===== src/rtl/mem_access_unit.sv =====
// mem_access_unit
// Turns single CPU byte, halfword and word load/store requests into accesses
// on a word-wide data memory. Each access takes one memory cycle. Sub-word
// stores are done as a read-modify-write within that single cycle, using the
// combinational memory read port.
//
// Ports
//   clk, reset        clock; asynchronous active-high reset
//   req, wr           access request (sampled only while ready=1); 1=store, 0=load
//   size, sext        00 byte, 01 halfword, 10 word, 11 illegal; sign-extend loads
//   addr, wdata       byte address; right-aligned store data
//   ready             idle and able to accept a request
//   done, err         completion pulse; err marks a rejected (misaligned/illegal) access
//   rdata             extended load result, held until the next load completes
//   mem_we, mem_addr  memory write enable; word index (addr[31:2])
//   mem_wd, mem_rd    full-word memory write data; combinational memory read data
module mem_access_unit (
  input  logic        clk,
  input  logic        reset,
  input  logic        req,
  input  logic        wr,
  input  logic [1:0]  size,
  input  logic        sext,
  input  logic [31:0] addr,
  input  logic [31:0] wdata,
  output logic        ready,
  output logic        done,
  output logic        err,
  output logic [31:0] rdata,
  output logic        mem_we,
  output logic [31:0] mem_addr,
  output logic [31:0] mem_wd,
  input  logic [31:0] mem_rd
);

  localparam int DATA_W = 32;

  typedef enum logic [1:0] {IDLE, EXEC, DONE, ERR} state_t;

  state_t              state_q, state_d;
  logic                wr_q, wr_d;
  logic [1:0]          size_q, size_d;
  logic                sext_q, sext_d;
  logic [1:0]          lane_q, lane_d;
  logic [DATA_W-1:0]   wdata_q, wdata_d;
  logic [DATA_W-1:0]   mem_addr_q, mem_addr_d;
  logic [DATA_W-1:0]   rdata_q, rdata_d;
  logic                ready_q, ready_d;
  logic                done_q, done_d;
  logic                err_q, err_d;
  logic                mem_we_q, mem_we_d;

  function automatic logic is_illegal(input logic [1:0] sz, input logic [1:0] lo);
    return (sz == 2'b11) || (sz == 2'b01 && lo[0]) || (sz == 2'b10 && lo != 2'b00);
  endfunction

  // Pick the addressed lane out of a memory word and extend it to 32 bits.
  function automatic logic [DATA_W-1:0] load_extend(input logic [DATA_W-1:0] word,
                                                     input logic [1:0] sz,
                                                     input logic [1:0] lane,
                                                     input logic sx);
    logic signed [7:0]  b;
    logic signed [15:0] h;
    logic [DATA_W-1:0]  r;
    b = word[{lane, 3'b000} +: 8];
    h = lane[1] ? word[31:16] : word[15:0];
    case (sz)
      2'b00:   r = sx ? DATA_W'(b) : {24'd0, b};
      2'b01:   r = sx ? DATA_W'(h) : {16'd0, h};
      default: r = word;
    endcase
    return r;
  endfunction

  // Replace only the addressed lane of the current memory word.
  function automatic logic [DATA_W-1:0] store_merge(input logic [DATA_W-1:0] word,
                                                     input logic [DATA_W-1:0] wd,
                                                     input logic [1:0] sz,
                                                     input logic [1:0] lane);
    logic [DATA_W-1:0] r;
    r = word;
    case (sz)
      2'b00: r[{lane, 3'b000} +: 8] = wd[7:0];
      2'b01: begin
        if (lane[1]) r[31:16] = wd[15:0];
        else         r[15:0]  = wd[15:0];
      end
      default: r = wd;
    endcase
    return r;
  endfunction

  always_comb begin
    state_d    = state_q;
    wr_d       = wr_q;
    size_d     = size_q;
    sext_d     = sext_q;
    lane_d     = lane_q;
    wdata_d    = wdata_q;
    mem_addr_d = mem_addr_q;
    rdata_d    = rdata_q;
    ready_d    = 1'b0;
    done_d     = 1'b0;
    err_d      = 1'b0;
    mem_we_d   = 1'b0;
    case (state_q)
      // Accept: latch the whole request so later input changes cannot
      // disturb the access in flight.
      IDLE: begin
        ready_d = 1'b1;
        if (req) begin
          ready_d = 1'b0;
          wr_d    = wr;
          size_d  = size;
          sext_d  = sext;
          lane_d  = addr[1:0];
          wdata_d = wdata;
          if (is_illegal(size, addr[1:0])) begin
            // Rejected accesses never touch the memory port.
            state_d = ERR;
            done_d  = 1'b1;
            err_d   = 1'b1;
          end else begin
            state_d    = EXEC;
            mem_we_d   = wr;
            mem_addr_d = {2'b00, addr[31:2]};
          end
        end
      end
      // Memory cycle: capture load data at the end of EXEC.
      EXEC: begin
        state_d = DONE;
        done_d  = 1'b1;
        if (!wr_q) rdata_d = load_extend(mem_rd, size_q, lane_q, sext_q);
      end
      DONE, ERR: begin
        state_d = IDLE;
        ready_d = 1'b1;
      end
      default: begin
        state_d = IDLE;
        ready_d = 1'b1;
      end
    endcase
  end

  always_ff @(posedge clk or posedge reset) begin
    if (reset) begin
      state_q    <= IDLE;
      wr_q       <= 1'b0;
      size_q     <= 2'b00;
      sext_q     <= 1'b0;
      lane_q     <= 2'b00;
      wdata_q    <= '0;
      mem_addr_q <= '0;
      rdata_q    <= '0;
      ready_q    <= 1'b1;
      done_q     <= 1'b0;
      err_q      <= 1'b0;
      mem_we_q   <= 1'b0;
    end else begin
      state_q    <= state_d;
      wr_q       <= wr_d;
      size_q     <= size_d;
      sext_q     <= sext_d;
      lane_q     <= lane_d;
      wdata_q    <= wdata_d;
      mem_addr_q <= mem_addr_d;
      rdata_q    <= rdata_d;
      ready_q    <= ready_d;
      done_q     <= done_d;
      err_q      <= err_d;
      mem_we_q   <= mem_we_d;
    end
  end

  // Write data depends on mem_rd during EXEC, so it cannot be registered.
  // Outside a store's EXEC cycle it is held at zero.
  always_comb begin
    mem_wd = '0;
    if (state_q == EXEC && wr_q) mem_wd = store_merge(mem_rd, wdata_q, size_q, lane_q);
  end

  assign ready    = ready_q;
  assign done     = done_q;
  assign err      = err_q;
  assign rdata    = rdata_q;
  assign mem_we   = mem_we_q;
  assign mem_addr = mem_addr_q;

endmodule

===== config.mk =====
export PLATFORM = sky130hd
export DESIGN_NAME = mem_access_unit
export DESIGN_NICKNAME = d
export VERILOG_FILES = /design/src/rtl/mem_access_unit.sv
export SDC_FILE = /design/constraint.sdc
export NUM_CORES = 1
export LEC_CHECK = 0
export CORE_UTILIZATION = 49
export DETAILED_ROUTE_END_ITERATION = 6
export PLACE_DENSITY = 0.87
export SYNTH_ARGS = -nofsm -noshare
export SYNTH_HDL_FRONTEND = slang
export SYNTH_SLANG_ARGS = --single-unit

===== constraint.sdc =====
create_clock -name clk -period 8.1 [get_ports clk]
set_clock_uncertainty 0.1 [all_clocks]
set_input_delay 2.43 -clock clk [delete_from_list [all_inputs] [get_ports clk]]
set_output_delay 2.43 -clock clk [all_outputs]
set_load 0.02 [all_outputs]

==> impl_metrics.json <==
{
  "worst_ep_required_time_ns": 5.57,
  "synth_edf_count": 0,
  "total_iterations_of_the_first_detailed_routing_run": 7,
  "wl_per_cell_um": 21.2,
  "vdd.ir_drop.worst_mv": 0.221,
  "initial_utilization_pct": 50.2,
  "layout.cells.most_common_list": "sky130_fd_sc_hd__clkdlybuf4s50_1, sky130_fd_sc_hd__dfrtp_1, sky130_fd_sc_hd__mux2_2, sky130_fd_sc_hd__nand2_1, sky130_fd_sc_hd__nor2_1",
  "global_routing_usage_summed_across_all_routing_layers_pct": 31.5,
  "number_of_hold_buffers_added_after_cts": 0,
  "yosysSeqAreaShare_pct": 46.5,
  "reg2regPathDepth": 5,
  "htreeDepth": 3,
  "max_slew_margin_pct": 32.4,
  "fp.dieH_um": 110,
  "final.setup.worst_slack_ns": 1.07,
  "ys_warn_count": 0,
  "max_transition_viols_final": 0,
  "crit_type": "input pin to output port",
  "cts.sink_count": 106,
  "layout_commonest_cell": "sky130_fd_sc_hd__clkdlybuf4s50_1",
  "synthesis.instances": 566,
  "min-delay-path-class": "flop to flop",
  "design.die.area_um2": 12100,
  "hold_violations": 0,
  "reg2reg_slack_ns": 5.51,
  "hpwlAfterDp_um": 13800,
  "core_region_area_um2": 11400,
  "final.setup.tns_ns": 0,
  "post-route-min-period_ns": 7.03,
  "max_capacitance_violation_count": 0,
  "synthDistinctLibCells": 44,
  "drc": 2,
  "r2r-end": "rdata[4]$_DFFE_PP0P_",
  "first_global_vias": 5293,
  "synth-async-reset-ratio_pct": 100,
  "vias_per_cell": 6.08,
  "drive_above_1_share_pct": 14.4,
  "synth_area_per_cell_um2": 10.1,
  "synthToLayoutAreaGrowth_pct": 41.0,
  "timing.final.setup_violations": 0,
  "fin_crit_sh_pct": 86.8,
  "synth_cell_area_um2": 5710,
  "dpl_cell_area_um2": 7750,
  "critPathMaxFanout": 3,
  "clock_latency_of_the_later_clocked_register_in_the_worst_skew_pair_ns": 0.36,
  "setup.worst_path.end_class": "output port",
  "grt_first_pass_wirelength_um": 28200,
  "setup_repair_after_global_routing_missed_its_margin": "no",
  "utilization_pct": 70.8,
  "drt-initial-drc-count": 666,
  "synth.top_cell.area_share_pct": 46.0,
  "ios": 203,
  "clock-root-buffer": "sky130_fd_sc_hd__clkbuf_16",
  "run_status": "finished with violations",
  "pwr_density_cell_nw_per_um2": 327,
  "rows": 39,
  "finish.instance_area_um2": 8050,
  "cell_taking_the_most_area_after_synthesis": "sky130_fd_sc_hd__dfrtp_1",
  "place.gp.congestion": 0.908,
  "drt_wirelength_um": 18800,
  "dp_slack_ns": 1.12,
  "rr_startpoint": "lane_q[1]$_DFFE_PP0P_",
  "globalRoute.totalOverflow": 0,
  "p_leak_nw": 3.15,
  "critPathLaunchType": "input pin",
  "endpoint": "mem_wd[7]",
  "fp.dieW_um": 110,
  "maxClockFrequency_mhz": 142,
  "arrival_time_of_data_at_the_critical_path_endpoint_ns": 4.50,
  "post_cts_buffers": 0,
  "startpoint": "mem_rd[7]",
  "finish.net_count": 848,
  "slew_of_the_pin_with_the_lowest_slew_margin_ns": 1.01,
  "postRouteAntennaNets": 0,
  "power.total_mw": 2.63,
  "synthFlopType": "sky130_fd_sc_hd__dfrtp_1",
  "antenna_cells": 0,
  "hold_ws_ns": 0.409,
  "synth.top_cells.by_area": "sky130_fd_sc_hd__dfrtp_1, sky130_fd_sc_hd__mux2_2, sky130_fd_sc_hd__nand2_1",
  "grt_antenna_before_repair": 0,
  "port_buffers": 200,
  "clock_tree_from_tritoncts": "yes",
  "failed_checks": "design-rule violations",
  "worst_setup_hold_path_clk_slew_ns": 0.07,
  "grt_max_degree": 68,
  "cts_made_buffers": 9,
  "synth-seq-cells": 106,
  "final.fill_count": 837,
  "clock_path_buffers": 2,
  "placed_cells_incl_taps": 872,
  "routed-via-count": 5398,
  "cts-resized-gates": 0,
  "stdcell_count": 888
}
[sequential cells by signal (all words and copies together), names as in the netlist, 2 cells and up]
signal,flops
rdata,32
wdata_q,32
mem_addr,30
lane_q,2
size_q,2
state_q,2
[logic make-up after synthesis]
logic type	after synthesis	synth area share [%]
and+or+nand+nor	169	14.3
AOI/OAI and AO/OA	144	17.5
DFF	106	46.5
muxes	83	16.1
buffers and inverters	58	4.56
adders and majority gates	5	1.10
other	1	0.0656
[critical path, stage by stage]
cell	delay, ns
sky130_fd_sc_hd__clkdlybuf4s50_1	0.53
sky130_fd_sc_hd__inv_1	0.09
sky130_fd_sc_hd__o21ai_0	0.27
sky130_fd_sc_hd__o21ai_0	0.17
sky130_fd_sc_hd__a221oi_1	0.33
sky130_fd_sc_hd__clkdlybuf4s50_1	0.67
[synth_stat cells (all sizes together) (2+ instances only)]
cell type and instances:
nor3b 2, mux2 71, o22ai 17, mux2i 12, ha 5, buf 23
o2bb2ai 8, a22oi 7, nand3b 9, a222oi 15, nand2 69, or2 2
dfrtp 105, nor2 47, a221oi 17, a21oi 27, nor2b 18, clkbuf 22
nor4b 3, nand2b 10, o21ai 21, o21bai 3, nor3 4, a31oi 24
inv 13
[power breakdown]
part           internal [mW]  leakage, nW  total (mW)  switching (mW)
registers              0.736         1.23       0.922           0.186
clock network          0.249        0.143       0.446           0.197
logic                  0.608         1.78        1.26           0.657
total                   1.59         3.15        2.63            1.04
[area by class of cell]
class                           count  area [µm²]  share of cell area [%]
Sequential cell                   106        2660                    33.0
Inverter                           13        51.3                   0.637
Tap cell                          143         179                    2.22
Timing Repair Buffer              207        2050                    25.5
Clock inverter                      4        51.3                   0.637
Multi-Input combinational cell    403        2820                    35.0
Clock buffer                       12         246                    3.06
[metal layers]
metal | share of wire, % | GRT usage (%) | wire, µm
met1 | 39 | 40.7 | 7380
met2 | 48 | 51.2 | 9110
met3 | 9.7 | 6.64 | 1840
met4 | 2.7 | 13.1 | 516
met5 | 0 | 0 | 0
[worst min path at each step]
stage	cells past startpoint	to	startpoint
detailed placement	1	mem_addr[14]$_DFFE_PP0P_	mem_addr[14]$_DFFE_PP0P_
global route	1	mem_addr[15]$_DFFE_PP0P_	mem_addr[15]$_DFFE_PP0P_
finish	1	mem_addr[0]$_DFFE_PP0P_	mem_addr[0]$_DFFE_PP0P_
CTS	1	mem_addr[0]$_DFFE_PP0P_	mem_addr[0]$_DFFE_PP0P_
global placement	1	ready$_DFF_PP1_	state_q[0]$_DFFE_PP0N_
floorplan	1	ready$_DFF_PP1_	state_q[0]$_DFFE_PP0N_
No activity file was read; power rests on OpenSTA's default activity.
